`config.mk`:
```
export PLATFORM = sky130hd
export DESIGN_NAME = inv_fo_bank
export DESIGN_NICKNAME = d
export VERILOG_FILES = /design/src/rtl/inv_fo_pkg.sv /design/src/rtl/inv_fo_bank_slew_pick.sv /design/src/rtl/inv_fo_bank.sv
export SDC_FILE = /design/constraint.sdc
export NUM_CORES = 1
export LEC_CHECK = 0
export ABC_AREA = 0
export CORE_ASPECT_RATIO = 0.6
export CORE_MARGIN = 5
export CORE_UTILIZATION = 45
export CTS_CLUSTER_SIZE = 8
export DETAILED_ROUTE_END_ITERATION = 6
export HOLD_SLACK_MARGIN = 0.06
export PLACE_DENSITY = 0.69
export SLEW_MARGIN = 20
export SYNTH_ARGS = -nofsm -noshare
export SYNTH_HDL_FRONTEND = slang
export SYNTH_SLANG_ARGS = --single-unit
```
`constraint.sdc`:
```
create_clock -name clk -period 5.85 [get_ports clk]
set_input_delay 1.755 -clock clk [delete_from_list [all_inputs] [get_ports clk]]
set_output_delay 1.755 -clock clk [all_outputs]
set_load 0.02 [all_outputs]
```
`src/rtl/inv_fo_pkg.sv`:
```
// Shared types for the slew-limited inverting driver bank.
package inv_fo_pkg;

    typedef enum logic [1:0] {
        MODE_INV  = 2'b00,
        MODE_BUF  = 2'b01,
        MODE_HOLD = 2'b10,
        MODE_CLR  = 2'b11
    } mode_e;

    typedef enum logic {
        S_IDLE = 1'b0,
        S_SLEW = 1'b1
    } state_e;

endpackage

```
`src/rtl/inv_fo_bank_slew_pick.sv`:
```
// Selects the lowest-indexed min(STEP, popcount(diff)) set bits of diff.
module slew_pick #(
    parameter int WIDTH = 8,
    parameter int STEP  = 2
) (
    input  logic [WIDTH-1:0] diff,
    output logic [WIDTH-1:0] mask
);

    int cnt;

    always_comb begin
        mask = '0;
        cnt  = 0;
        for (int i = 0; i < WIDTH; i++) begin
            if (diff[i] && (cnt < STEP)) begin
                mask[i] = 1'b1;
                cnt     = cnt + 1;
            end
        end
    end

endmodule

```
`src/rtl/inv_fo_bank.sv`:
```
// Inverting driver bank that walks out toward a registered target,
// toggling at most STEP lines per clock.
module inv_fo_bank
    import inv_fo_pkg::*;
#(
    parameter int WIDTH = 8,
    parameter int STEP  = 2
) (
    input  logic             clk,
    input  logic             rst,
    input  logic [WIDTH-1:0] in,
    input  logic [1:0]       mode,
    input  logic             in_valid,
    output logic             in_ready,
    output logic [WIDTH-1:0] out,
    output logic             busy,
    output logic             done
);

    state_e           state_q, state_d;
    logic [WIDTH-1:0] target_q, target_d;
    logic [WIDTH-1:0] out_q, out_d;
    logic             done_q, done_d;
    logic [WIDTH-1:0] diff;
    logic [WIDTH-1:0] mask;
    logic [WIDTH-1:0] tgt_new;

    assign diff = out_q ^ target_q;

    slew_pick #(
        .WIDTH (WIDTH),
        .STEP  (STEP)
    ) u_pick (
        .diff (diff),
        .mask (mask)
    );

    always_comb begin
        case (mode_e'(mode))
            MODE_INV:  tgt_new = ~in;
            MODE_BUF:  tgt_new = in;
            MODE_HOLD: tgt_new = out_q;
            MODE_CLR:  tgt_new = '0;
            default:   tgt_new = out_q;
        endcase
    end

    always_comb begin
        state_d  = state_q;
        target_d = target_q;
        out_d    = out_q;
        done_d   = 1'b0;
        case (state_q)
            S_IDLE: begin
                if (in_valid) begin
                    target_d = tgt_new;
                    if (tgt_new != out_q) begin
                        state_d = S_SLEW;
                    end else begin
                        done_d = 1'b1;
                    end
                end
            end
            S_SLEW: begin
                out_d = out_q ^ mask;
                if (out_d == target_q) begin
                    state_d = S_IDLE;
                    done_d  = 1'b1;
                end
            end
            default: state_d = S_IDLE;
        endcase
    end

    // Reset wins over any simultaneous request and discards the target.
    always_ff @(posedge clk) begin
        if (rst) begin
            state_q  <= S_IDLE;
            target_q <= '0;
            out_q    <= '0;
            done_q   <= 1'b0;
        end else begin
            state_q  <= state_d;
            target_q <= target_d;
            out_q    <= out_d;
            done_q   <= done_d;
        end
    end

    assign in_ready = (state_q == S_IDLE);
    assign busy     = (state_q == S_SLEW);
    assign out      = out_q;
    assign done     = done_q;

endmodule

```
==> key figures <==
Logic synthesis
  • Mapped cell area: about 0.0015 sq mm
  • EDFF count, synth: 0
  • Avg Cell Area, Syn: approximately 7.7 sq um
  • Most common cell in the netlist: nor2_1
  • Yosys warnings: 0
  • Largest area contributor in the netlist: dfxtp_1
  • Async SR Flop Fraction: 0%
  • Synthesized flop and latch total: 18
  • Post-Synthesis Cells: 200
  • Top cells by area, synth: dfxtp_1, nor2_1, xor2_1, a21oi_1, xnor2_1
  • Syn Nets: 218
  • Sequential share of the synthesized area: 23.3%
  • Most instantiated cells after synthesis: nor2_1, dfxtp_1, a21oi_1, xor2_1, nand2_1
  • Main synth FF type: dfxtp_1
  • Synth top area share: 23.3%
  • Post-synth cell types: 45

STA
  • WHS: roughly 0.53 ns
  • Slew Viols, Final: 0
  • Hold Violations, Final: 0
  • Clock Skew: ~0.0035 ns
  • Finish-stage setup viols: 0
  • Slew HR: 53.3%
  • RSZ-0062 raised after global routing: false
  • Final Critical Period: about 4.7 ns
  • Setup total negative slack: 0 ns
  • Final period utilization: 80.8%
  • Worst-Margin Slew: 0.699 ns
  • FMAX: 212 MHz

GRT
  • GR met3 Demand/Resource: 6.69%
  • GRT overflow: 0
  • Overall global routing resource usage: between 10% and 20%
  • GR met2 Demand/Resource: 26.8%
  • Vias in the first global route: roughly 1,500
  • Antenna violations before repair: 0
  • GR peak layer: met1
  • First-pass GRT wire length: 7160 um
  • GR Layer Usage met1: 26.9%
  • Maximum number of pins on one net before global-route repair: 19

Clocking
  • Post-CTS Setup Bufs: 0
  • H-tree levels: 1
  • PostCTS Resize Cnt: 0
  • Num CTS Buffers: 3
  • Worst-skew pair later-pin latency: 0.25 ns
  • Clock sinks: 18
  • Root Driver: clkbuf_8
  • Max Root-Sink Buffers: 2
  • CTS tree: done
  • CTS Hold Bufs: 0
  • Worst-path clk slew: 0.07 ns

Layout
  • Nets: 235
  • Synthesis-to-finish area growth: 19.5%
  • Fin cells: 261
  • Filler cell count: just over 300
  • Share of cells above drive strength 1: under 10%
  • Antenna diodes: 0
  • Cell area after layout: approximately 0.0018 sq mm

Route
  • Total Wirelength: 4050 um
  • DR vias/cell: 5.87
  • Via total after detailed routing: 1,533
  • Starting DRT DRC Count: 84
  • DRC violations left: 0
  • Pre-antenna DRT Iters: 4
  • Wirelength per Cell: 15.5 um
  • Detail Route Antenna Nets: 0

Hold path
  • Hold Crit Class: reg -> reg

Placed design
  • IO buf count: 23
  • Placed cell areas: 0.00179 sq mm
  • RD Place Congestion: just over 0.9
  • Hpwl dp: 3260 um
  • Dpl cells: 257

Job
  • Number of max-cap violations: 0

Die
  • Initial Utilization: 47.1%
  • Core area: 0.00328 sq mm
  • # rows: 16
  • Die width: 85.7 um
  • I/O pin cnt: 24
  • Die Footprint: 0.00475 sq mm
  • Die H: 55.4 um

Power and ir drop
  • Leak Pwr: about 0.67 nW
  • Max IR drop VDD: 117 uV
  • Final Power: 0.000479 W
  • Power per cell area: 259 mW/mm^2

Worst setup path
  • Setup crit end kind: register
  • CP Launch Type: register
  • Critical Path RT: around 6 ns
  • CP Class: reg -> reg
  • CP max FO: 7
  • WP data arrival: approximately 4.8 ns

Status
  • Status: complete, no violations
## cell usage in the layout (no fill, tap or decap), drive strengths merged, types with 6 or more instances in the layout
cell type / netlist / final
a211oi: 9 / 9
inv: 7 / 7
nand2: 10 / 10
clkdlybuf4s50: 0 / 23
mux2i: 6 / 6
dfxtp: 18 / 18
nand2b: 7 / 7
o22ai: 6 / 6
o21ai: 7 / 7
nor2: 30 / 30
xnor2: 8 / 8
a21boi: 6 / 6
a21oi: 16 / 16
nand3: 6 / 6
xor2: 11 / 11
## where the power goes
part | internal, W | switching (W) | total (W)
Clock | 0.0000597 | 0.0000408 | 0.000101
Sequential | 0.000134 | 0.0000187 | 0.000152
Combinational | 0.0000955 | 0.000131 | 0.000226
## area by class of cell
type	instances	area [sq um]	area share, %
Inverter	7	26.3	1.42
Timing Repair Buffer	23	230	12.5
Tap cell	45	56.3	3.05
Sequential cell	18	360	19.5
Multi-Input combinational cell	164	1120	60.6
Clock buffer	4	55.1	2.98
## logic make-up after synthesis
| family | synth area share, % |
|---|---|
| adders and majority gates | 4.53 |
| xor gates and xnor gates | 11.2 |
| AOI/OAI and AO/OA | 32.4 |
| muxes | 3.88 |
| buffers and inverters | 4.45 |
| and+or+nand+nor | 20.1 |
| DFF | 23.3 |
## routing by layer
layer / vias to the layer above / wire length, um
met5: - / 0
li1: 769 / -
met4: 0 / 0
met3: 0 / 350
met2: 54 / 1690
met1: 710 / 2010
## registers in the layout (all words and copies together) (netlist names)
name      count
out           8
target_q      8
busy          1
done          1
## worst paths after layout
| path | from | to | slack, ns | cells after the start |
|---|---|---|---|---|
| max | out[1] | busy | 1.12 | 17 |
| max reg2reg | out[1] | busy | 1.12 | 17 |
| min | target_q[0] | target_q[0] | 0.53 | 2 |
| min reg2reg | target_q[0] | target_q[0] | 0.53 | 2 |
## per-stage QoR
stage	util (%)	worst slack [ns]
floorplan	-	1.63
global placement	54.5	1.37
detailed placement	54.5	1.19
CTS	56.2	1.15
global route	56.3	0.765
finish	56.3	1.12
## worst max-delay path, cell delays in order, from the launching register on
cell      delay (ns)
dfxtp_1         0.46
xor2_1          0.45
ha_1            0.37
nor2_1          0.18
fa_1            0.52
nand2b_1        0.25
o32a_1          0.22
a221oi_4        0.32
and2b_2         0.26
a21oi_1         0.08
a31oi_1         0.15
ha_1            0.24
nor2_1          0.09
nor2_1          0.07
a211oi_2        0.25
nand2_1         0.09
a2111o_1        0.44
nor3b_2         0.16
No activity file was read; power rests on OpenSTA's default activity.
